--- src/rtl/instr_fetch_sequencer.sv ---
// rtl/instr_fetch_sequencer.sv - fetch/decode/execute sequencer for the 10-bit CPU (optional SINGLE_STEP_EN)
module instr_fetch_sequencer #(
  parameter int ADDR_W      = 4,
  parameter int IR_W        = 10,
  parameter int ACK_TIMEOUT = 15
) (
  input  logic              clk,
  input  logic              rst_n,
  input  logic              run,
`ifdef SINGLE_STEP_EN
  input  logic              step,
`endif
  output logic              mem_req,
  output logic [ADDR_W-1:0] mem_addr,
  input  logic              mem_ack,
  input  logic [IR_W-1:0]   mem_rdata,
  output logic [IR_W-1:0]   IR,
  output logic              IRload,
  input  logic              J_EN,
  output logic [ADDR_W-1:0] pc,
  output logic [2:0]        state,
  output logic              halted,
  output logic              fault
);

  typedef enum logic [2:0] {
    S_IDLE   = 3'd0,
    S_FETCH  = 3'd1,
    S_DECODE = 3'd2,
    S_EXEC   = 3'd3,
    S_HALT   = 3'd4,
    S_FAULT  = 3'd5
  } state_t;

  localparam int CNT_W = (ACK_TIMEOUT > 1) ? $clog2(ACK_TIMEOUT + 1) : 1;
  localparam logic [CNT_W-1:0] TIMEOUT_LIMIT = CNT_W'(ACK_TIMEOUT);

  state_t           st;
  logic [CNT_W-1:0] wait_cnt;
  logic             go;
  logic             continue_run;

  assign state    = st;
  assign mem_addr = pc;

`ifdef SINGLE_STEP_EN
  logic step_q;

  // Remember last step level so a held step yields only one start
  always_ff @(posedge clk or negedge rst_n) begin
    if (!rst_n) step_q <= 1'b0;
    else        step_q <= step;
  end

  // Start only on a fresh step edge; every instruction returns to IDLE
  assign go           = run & step & ~step_q;
  assign continue_run = 1'b0;
`else
  assign go           = run;
  assign continue_run = run;
`endif

  // Main sequencer: state, PC, IR and all registered handshake outputs
  always_ff @(posedge clk or negedge rst_n) begin
    if (!rst_n) begin
      st       <= S_IDLE;
      pc       <= '0;
      IR       <= '0;
      mem_req  <= 1'b0;
      IRload   <= 1'b0;
      halted   <= 1'b0;
      fault    <= 1'b0;
      wait_cnt <= '0;
    end else begin
      case (st)
        S_IDLE: begin
          mem_req <= 1'b0;
          if (go) begin
            st       <= S_FETCH;
            mem_req  <= 1'b1;
            wait_cnt <= '0;
          end
        end
        S_FETCH: begin
          if (mem_ack) begin
            IR      <= mem_rdata;
            mem_req <= 1'b0;
            IRload  <= 1'b1;
            st      <= S_DECODE;
          end else if ((ACK_TIMEOUT != 0) && (wait_cnt + CNT_W'(1) == TIMEOUT_LIMIT)) begin
            // Memory never answered: park the core until reset
            mem_req <= 1'b0;
            fault   <= 1'b1;
            halted  <= 1'b1;
            st      <= S_FAULT;
          end else begin
            wait_cnt <= wait_cnt + CNT_W'(1);
          end
        end
        S_DECODE: begin
          IRload <= 1'b0;
          if (IR[IR_W-1 -: 4] == 4'b0000) begin
            // HALT leaves pc pointing at the HALT word
            halted <= 1'b1;
            st     <= S_HALT;
          end else begin
            st <= S_EXEC;
          end
        end
        S_EXEC: begin
          if (J_EN) pc <= ADDR_W'(IR[3:0]);
          else      pc <= pc + ADDR_W'(1);
          if (continue_run) begin
            st       <= S_FETCH;
            mem_req  <= 1'b1;
            wait_cnt <= '0;
          end else begin
            st <= S_IDLE;
          end
        end
        S_HALT, S_FAULT: begin
          mem_req <= 1'b0;
        end
        default: begin
          st      <= S_IDLE;
          mem_req <= 1'b0;
          IRload  <= 1'b0;
        end
      endcase
    end
  end

endmodule

--- config.mk ---
export PLATFORM = sky130hd
export DESIGN_NAME = instr_fetch_sequencer
export DESIGN_NICKNAME = d
export VERILOG_FILES = /design/src/rtl/instr_fetch_sequencer.sv
export SDC_FILE = /design/constraint.sdc
export NUM_CORES = 1
export LEC_CHECK = 0
export CAP_MARGIN = 10
export CORE_UTILIZATION = 30
export CTS_CLUSTER_SIZE = 8
export DETAILED_ROUTE_END_ITERATION = 8
export PLACE_DENSITY = 0.56
export SYNTH_ARGS = -nofsm -noshare
export SYNTH_HDL_FRONTEND = slang
export SYNTH_SLANG_ARGS = --single-unit
--- constraint.sdc ---
create_clock -name clk -period 4.3 [get_ports clk]
set_clock_uncertainty 0.1 [all_clocks]
set_input_delay 0.86 -clock clk [delete_from_list [all_inputs] [get_ports clk]]
set_output_delay 0.86 -clock clk [all_outputs]
set_load 0.05 [all_outputs]
Yosys cells after proc, flatten, opt, wreduce, memory -nomap -nowiden
Index checks and enable logic that the tools add are counted.

word-level totals
  register bits = 25
  output and inout port bits = 25
  word-level logic and storage cells = 65

operators by class
  add/subtract/negate cells = 2
  equal/unequal tests = 15
  mux-type cells = 22
  bitwise logic cells = 4
  reductions and logical operators = 14

operators by type and width
  cell                                                  count
  two-way mux 4 bit                                     4
  one-hot mux 3 bit (5 select lines)                    1
  != test 2 bit (second input constant)                 7
  two-way mux 3 bit                                     4
  two-way mux 1 bit                                     9
  AND reduction 3 bit                                   3
  adder 4 x 1 -> 4 bit (second input constant)          2
  one-hot mux 4 bit (2 select lines)                    1
  AND reduction 4 bit                                   2
  equality test 3 x 2 -> 1 bit (second input constant)  2
  equality test 3 bit (second input constant)           2
  equality test 4 bit (second input constant)           1
  zero test 4 bit                                       1
  inverter 1 bit                                        4
  one-hot mux 1 bit (2 select lines)                    2
  one-hot mux 1 bit (4 select lines)                    1
  AND reduction 2 bit                                   2
  nonzero test 2 bit                                    2
  OR reduction 2 bit                                    2
  OR reduction 4 bit                                    1
  equality test 3 x 1 -> 1 bit (second input constant)  1
  zero test 3 bit                                       1
  != test 3 bit (second input constant)                 1
  != test 2 x 1 -> 1 bit (second input constant)        1

Depth between registers and ports, before layout
Gate-level depths: netlist (run 1).

  word-level depth = 5
  gate-level depth with buffers = 6
  gate-level depth less buffers = 6

Worst setup path before layout (run 1)
Ideal clock, no wire load.

  kind = in2reg
  start point = input mem_ack
  end point = register wait_cnt[0]
  arrival = 1,770 ps
  data required time = 4,075 ps
  setup slack = 2,305 ps
  stages = 4
  cells stage by stage = nor4b_4 > a21boi_4 > a21oi_2 > mux2_4

between the ends
  longest elaborated chain between the ends = 2

RTL lines
  element                               line  source
  start, declared                       15    input logic mem_ack,
  != test 2 bit (no source line)        --
  AND reduction 4 bit (no source line)  --
  end signal, assigned                  97    wait_cnt <= wait_cnt + CNT_W'(1);
  end, declared                         39    logic [CNT_W-1:0] wait_cnt;

Every way passes these cells.
A chain may end at the register's enable or synchronous reset.

Worst setup path in the final report (run 1)
  start point = register st[1] (netlist: state[1])
  end point = output state[1]

RTL lines
  element                 line  source
  start, declared         38    state_t st;
  start signal, assigned  66    st <= S_IDLE;
  start signal, assigned  79    st <= S_FETCH;
  start signal, assigned  89    st <= S_DECODE;
  end, declared           21    output logic [2:0] state,

No word-level cell between the ends.

==> flow_summary.ini, run 1 <==
[place]
place_congestion = 0.757
place.port_buffers = 39
placedCellCount = 201
dpl.hpwl_mm = 2.09

[routing]
drt_iter0_markers = 34
via_per_inst = 4.90
vias = 1005
drt-total-wl_mm = 2.79
ant_nets = 0
wl_met3_um = 79
wl_met1_mm = 1.29
top_layer = met4
wl_met2_mm = 1.40
wl_per_cell_um = 13.6
drtPass1Iterations = 4
drc = 0

[flow_run]
cap_violations = 0

[clocking]
cts_tree = done
h-tree-depth = 1
clk_pin_slew_ps = 90
cts_buffer_depth = 2
worstSkewPairLatency_ps = 270
cts.sinks = 25
cts_buffers = 3
root_buffer = clkbuf_8
cts_hold_buffers = 0
ctsResizeCount = 0
cts_setup_buffers = 0

[logic_synthesis]
ys_seq_area_share_pct = 47.3
syn_area_um2 = 1320
avgSynthCellArea_um2 = 11.1
ys_ff_latch = 25
synth_cells = 119
async_reset_ff_share_pct = 100
synth_edf_count = 0
synth.distinct_cells = 45
yosys_warnings = 0
ys.flop_type = dfrtp_1
synth.net_count = 137

[cells_and_area]
fillers = 390
drive_above_1_share_pct = 16.1
n_antenna_cell = 0
final_cells = 205
area_growth_pct = 34.6
fin_nets = 174
final_cell_mix = clkdlybuf4s50_1, dfrtp_1, mux2_2
final_common_cell = clkdlybuf4s50_1
fin_util_pct = 43.3

[floorplanning]
io_pins = 40
start_util_pct = 32.1
die_h_um = 68.4
dieArea_um2 = 4680
coreArea_um2 = 4120
rows = 23
die_x_um = 68.4

[timing]
max_freq_mhz = 350
maxSlewViolCount = 0
final_hold_viol_count = 0
max_slew.worst_pin.slew_ps = 648
slew_headroom_pct = 56.4
post-route-min-period_ps = 2860
rsz0062_at_grt = no
setup_violations = 0
period_share_pct = 66.4
totalNegativeSetupSlack_ps = 0

[setup_path]
worstSetupEndpointType = output port
start_kind = flop
critical_path_buf_inv_count = 1
crit_fanout = 15
cpPeakStageDelay_ps = 910
critPathRequiredTime_ps = 3340
arrival_ps = 1900
slowest_stage = clkdlybuf4s50_1
cpLargestDelayFamily = buffers and inverters
crit_type = flop to output port
crit_path_cell_trace = clkdlybuf4s50_1

[grt]
grt_usage_pct = 13.4
grt_start_max_net_pins = 26
antenna_found_initial = 0
grt-ovfl-total = 0
grt_pass1_wl_mm = 4.61
grt_pass1_vias = 1022

[status]
status = completed

[pwr]
power_frac_comb_pct = 58.2
power_density_nw_per_um2 = 811
seqPwrFrac_pct = 31.9
switching_power_uw = 722
clock_power_share_pct = 9.9
peakVddDrop_uv = 437
internal_power_uw = 722
power.leakage_nw = 0.743
sw_frac_of_total_pct = 50.0

[min_path]
min-delay-path-class = flop to flop
==> synth_stat cells, types with 2 or more instances <==
cell type  instances  area (um^2)
nor3b_1            3         22.5
o21ai_0            8         40.0
dfrtp_1           25          626
nand3_1            2         10.0
nor2_1             6         22.5
nand3b_1           2         15.0
buf_2              2         10.0
mux2_2            10          113
inv_1              3         11.3
nand2_1            7         26.3
a21oi_1            8         40.0
nor3_1             2         10.0
ha_1               3         37.5
nor2b_1            3         18.8
buf_4              5         37.5
==> routing by layer <==
layer / vias to the layer above / GRT usage, %
li1: 499 / -
met1: 485 / 16.5
met2: 19 / 22.9
met3: 2 / 3.17
met4: 0 / 3.91
met5: - / 0
==> path summary, 6_finish.rpt <==
path	startpoint	end	depth (start not counted)	slack [ps]
max	state[1]	state[1]	1	1440
min	fault	fault	1	370
max reg2reg	state[1]	wait_cnt[0]	4	2410
min reg2reg	fault	fault	1	370
max in group asynchronous	rst_n	mem_addr[3]	2	3000
min in group asynchronous	rst_n	IR[8]	2	840
==> cell families (layout without fill, tap and decap cells) <==
family	Yosys count	in the layout	synth area share, %
AOI/OAI and AO/OA	31	31	16.2
xor gates and xnor gates	2	2	1.32
adders and majority gates	3	3	2.84
buffers and inverters	11	47	4.73
DFF	25	25	47.3
muxes	12	12	10.4
and+or+nand+nor	35	35	17.2
==> through the flow <==
stage / cell area, um^2 / hold slack [ps] / total power [mW] / worst slack [ps]
detailed placement: 1730 / 355 / 1.31 / 1660
CTS: 1780 / 377 / 1.46 / 1420
floorplan: 1320 / 401 / 1.05 / 2310
global route: 1780 / 413 / 1.53 / 1360
finish: 1780 / 371 / 1.44 / 1440
global placement: 1730 / 364 / 1.30 / 1670
==> power by group through the flow <==
stage | Combinational [mW] | Clock (mW) | Sequential (mW)
final | 0.841 | 0.142 | 0.461
after global routing | 0.891 | 0.159 | 0.482
after CTS | 0.850 | 0.150 | 0.463
after detailed placement | 0.847 | 0 | 0.467
after global placement | 0.838 | 0 | 0.462
after floorplan | 0.329 | 0 | 0.725
==> final cells by class <==
| cell class | count | area [um^2] | area share, % |
|---|---|---|---|
| repair buffers | 40 | 398 | 22.3 |
| multi-input cells | 83 | 634 | 35.6 |
| clock buffers | 3 | 41.3 | 2.32 |
| clock inverters | 1 | 7.51 | 0.422 |
| flip-flops and latches | 25 | 626 | 35.1 |
| inverters | 3 | 11.3 | 0.632 |
| well taps | 50 | 62.6 | 3.51 |
==> sequential cells by signal (all words and copies together) (netlist names) <==
signal / count
IR: 10
mem_addr: 4
wait_cnt: 4
state: 3
IRload: 1
fault: 1
halted: 1
mem_req: 1
No activity file was read; power rests on OpenSTA's default activity.
==> run 2, diff against run 1 <==
clock period = 2.9 ns   (was 4.3 ns; I/O delays follow)
==> run 2 against run 1 <==
Net effect: critical path depth unchanged; power up 50%; via count down 1.7%; global-route usage increased by 0.43 points; clock power rose by 55%; clock-buffer cell count did not move; first-iteration DRC count rose by 62%; sequential power grew 44%; critical path type unchanged.
==> flow_summary.ini, run 2 (synthesis results as in run 1) <==
[pwr]
power.leakage_nw = 0.752
power_density_nw_per_um2 = 1210
seqPwrFrac_pct = 30.7
sw_frac_of_total_pct = 50.0
internal_power_mw = 1.08
switching_power_mw = 1.08
power_frac_comb_pct = 59.1
peakVddDrop_uv = 554
clock_power_share_pct = 10.2
finalPower_mw = 2.16

[clocking]
cts.sinks = 25
cts_setup_buffers = 0
h-tree-depth = 1
ctsResizeCount = 0
cts_buffers = 3
worstSkewPairLatency_ps = 270
cts_hold_buffers = 0
cts_tree = done
root_buffer = clkbuf_8
clk_pin_slew_ps = 90
cts_buffer_depth = 2

[timing]
period_share_pct = 84.4
totalNegativeSetupSlack_ps = 0
slew_headroom_pct = 57.8
layout_setup_ws_ps = 453
setup_violations = 0
maxSlewViolCount = 0
timing.hold.ws_ps = 377
post-route-min-period_ps = 2450
max_slew.worst_pin.slew_ps = 628
final_hold_viol_count = 0
rsz0062_at_grt = no
max_freq_mhz = 409

[setup_path]
critical_path_buf_inv_count = 1
worstSetupEndpointType = output port
crit_path_cell_trace = clkdlybuf4s50_1
crit_type = flop to output port
cpLargestDelayFamily = buffers and inverters
crit_fanout = 12
slowest_stage = clkdlybuf4s50_1
critPathRequiredTime_ps = 2220
start_kind = flop
arrival_ps = 1770
cpPeakStageDelay_ps = 890
reg2reg_setup_slack_ps = 1020

[floorplanning]
rows = 23
io_pins = 40
start_util_pct = 32.1
die_h_um = 68.4
dieArea_um2 = 4680
coreArea_um2 = 4120
die_x_um = 68.4

[cells_and_area]
drive_above_1_share_pct = 16.7
final_common_cell = clkdlybuf4s50_1
n_antenna_cell = 0
final_cell_mix = clkdlybuf4s50_1, dfrtp_1, mux2_2
largest_reg_flops = 10
final_cell_area_um2 = 1790
fin_nets = 175
largest-register = IR
area_growth_pct = 35.3

[routing]
via_per_inst = 4.80
drt_iter0_markers = 55
ant_nets = 0
drtPass1Iterations = 2
drt-total-wl_mm = 2.88
vias = 988
drc = 0
wl_per_cell_um = 14.0

[place]
place_congestion = 0.748
dpl.hpwl_mm = 2.18
place.port_buffers = 39
placed_area_um2 = 1740
pre_cts_ws_ps = 542

[grt]
grt-ovfl-total = 0
grt_pass1_vias = 1011
grt_pass1_wl_mm = 4.75
grt_start_max_net_pins = 26
grt_usage_pct = 13.8
antenna_found_initial = 0

[flow_run]
cap_violations = 0

[status]
status = completed

[min_path]
min-delay-path-class = flop to flop
-- run 2: worst paths after layout --
kind | depth (start not counted) | from | endpoint
max reg2reg | 5 | wait_cnt[0] | wait_cnt[0]
min reg2reg | 1 | fault | fault
min in group asynchronous | 2 | rst_n | IR[4]
min | 1 | fault | fault
max | 1 | state[2] | state[2]
max in group asynchronous | 2 | rst_n | state[2]
-- run 2: through the flow --
stage               cells  utilization [%]
finish                206             43.5
global route          206             43.5
CTS                   206             43.5
detailed placement    202             42.3
global placement      202             42.3
floorplan             119                -
-- run 2: power by group through the flow --
| stage | clock network (mW) | logic (mW) | registers [mW] |
|---|---|---|---|
| final | 0.220 | 1.28 | 0.665 |
| after global routing | 0.245 | 1.35 | 0.695 |
| after CTS | 0.232 | 1.29 | 0.667 |
| after detailed placement | 0 | 1.28 | 0.674 |
| after global placement | 0 | 1.27 | 0.666 |
| after floorplan | 0 | 0.488 | 1.08 |
-- run 2: area by class of cell --
type	instances	area [um^2]
Fill cell	401	2330
Multi-Input combinational cell	83	634
Sequential cell	25	626
Timing Repair Buffer	41	405
Tap cell	50	62.6
Clock buffer	3	41.3
Inverter	3	11.3
Clock inverter	1	8.76
-- run 2: layer usage --
layer  global-route usage (%)  part of all wire, %
met5                        0                    0
met3                     2.50                  2.5
met4                     4.69                 0.62
met2                     23.5                   50
met1                     17.3                   47
==> run 3, diff against run 2 <==
PLACE_DENSITY = 0.58   (was 0.56)
clock period = 2.2 ns   (was 2.9 ns; I/O delays follow)
==> run 3 against run 2 <==
Net effect: flip-flop and latch count unchanged; hold slack better by 3.5 ps; critical path depth unchanged; combinational power rose by 31%; die area unchanged; non-clock buffer count grew 2; clock power is 23% higher; sequential share of layout area decreased by 0.29 points; critical path type unchanged; largest cell class unchanged; setup slack worse by 330 ps; highest routed layer unchanged.
==> flow_summary.ini, run 3 (synthesis results as in run 1) <==
[status]
status = completed

[pwr]
seqPwrFrac_pct = 31.2
power_density_nw_per_um2 = 1570
internal_power_mw = 1.43
power.leakage_nw = 0.766
power_frac_comb_pct = 59.2
peakVddDrop_uv = 488
clock_power_share_pct = 9.6
sw_frac_of_total_pct = 49.4
switching_power_mw = 1.40

[routing]
drtPass1Iterations = 4
ant_nets = 0
drt_iter0_markers = 54
drc = 0
vias = 1028
drt-total-wl_mm = 2.77
via_per_inst = 4.94
wl_per_cell_um = 13.3

[timing]
period_share_pct = 94.3
slew_headroom_pct = 65.0
final_hold_viol_count = 0
max_slew.worst_pin.slew_ps = 520
maxSlewViolCount = 0
rsz0062_at_grt = no
setup_violations = 0
max_freq_mhz = 482
totalNegativeSetupSlack_ps = 0
post-route-min-period_ps = 2070

[setup_path]
reg2reg_setup_slack_ps = 340
critPathRequiredTime_ps = 1660
critical_path_buf_inv_count = 1
endpoint = mem_addr[0]
start_kind = flop
path_depth = 1
crit_fanout = 6
worstSetupEndpointType = output port
arrival_ps = 1530
rr_endpoint = IR[7]
cp-startpoint = mem_addr[0]
crit_type = flop to output port
cpLargestDelayFamily = buffers and inverters
timing.rr.start = state[0]
crit_path_cell_trace = clkdlybuf4s50_1
cpPeakStageDelay_ps = 830
r2r_cells = 4
slowest_stage = clkdlybuf4s50_1

[clocking]
cts.sinks = 25
cts_tree = done
cts_setup_buffers = 0
cts_buffer_depth = 2
h-tree-depth = 1
ctsResizeCount = 0
worstSkewPairLatency_ps = 270
cts_hold_buffers = 0
clk_pin_slew_ps = 90
cts_buffers = 3
root_buffer = clkbuf_8

[cells_and_area]
area_growth_pct = 36.4
final_cell_mix = clkdlybuf4s50_1, dfrtp_1, mux2_2
largest-register = IR
drive_above_1_share_pct = 19.0
final_common_cell = clkdlybuf4s50_1
fin_nets = 177
final_cell_area_um2 = 1800
n_antenna_cell = 0
fillers = 403
largest_reg_flops = 10

[grt]
grt_pass1_wl_mm = 4.53
grt_start_max_net_pins = 26
grt_usage_pct = 13.1
antenna_found_initial = 0
grt-ovfl-total = 0
grt_pass1_vias = 934

[floorplanning]
die_h_um = 68.4
coreArea_um2 = 4120
dieArea_um2 = 4680
start_util_pct = 32.1
io_pins = 40
rows = 23
die_x_um = 68.4

[place]
dpl.hpwl_mm = 2.07
placed_area_um2 = 1760
place.port_buffers = 39
place_congestion = 0.795

[flow_run]
cap_violations = 0

[min_path]
min-delay-path-class = flop to flop
[run 3: cell count changes in the layout (fill, tap and decap cells not counted)]
| cell | before | now |
|---|---|---|
| clkbuf_1 | 0 | 1 |
| clkdlybuf4s50_1 | 39 | 36 |
| buf_4 | 2 | 6 |
| inv_6 | 1 | 0 |
| buf_12 | 0 | 1 |
[run 3: power groups by stage]
| stage | logic [mW] | clock network (mW) | registers (mW) |
|---|---|---|---|
| after floorplan | 0.643 | 0 | 1.42 |
| after global placement | 1.67 | 0 | 0.886 |
| after detailed placement | 1.69 | 0 | 0.897 |
| after CTS | 1.69 | 0.279 | 0.887 |
| after global routing | 1.79 | 0.295 | 0.924 |
| final | 1.68 | 0.271 | 0.883 |
[run 3: per-stage QoR]
step	instances	power (mW)	hold WS (ps)	worst slack [ps]	util [%]
after floorplan	119	2.06	44.4	275	-
after global placement	204	2.56	358	102	42.7
after detailed placement	204	2.59	356	110	42.7
after CTS	208	2.86	385	109	43.8
after global routing	208	3.01	401	43.3	43.8
final	208	2.83	381	126	43.8
[run 3: area by class of cell]
type / count / area, um^2 / share of cell area (%)
inverters: 3 / 11.3 / 0.624
repair buffers: 43 / 425 / 23.6
well taps: 50 / 62.6 / 3.47
flip-flops and latches: 25 / 626 / 34.7
multi-input cells: 83 / 634 / 35.2
clock buffers: 4 / 45.0 / 2.50
[run 3: worst min path at each step]
| stage | startpoint | endpoint | slack (ps) | depth (start not counted) |
|---|---|---|---|---|
| global placement | fault | fault | 360 | 1 |
| finish | fault | fault | 380 | 1 |
| CTS | halted | halted | 390 | 1 |
| floorplan | rst_n | IR[0] | 40 | 0 |
| detailed placement | fault | fault | 360 | 1 |
| global route | fault | fault | 400 | 1 |
[run 3: per-layer routing]
layer / share of wire, % / GRT usage [%] / routed length (um)
met1: 47 / 18.6 / 1300
met2: 47 / 20.2 / 1300
met3: 5.7 / 2.00 / 157
met4: 0.36 / 3.91 / 10
met5: 0 / 0 / 0
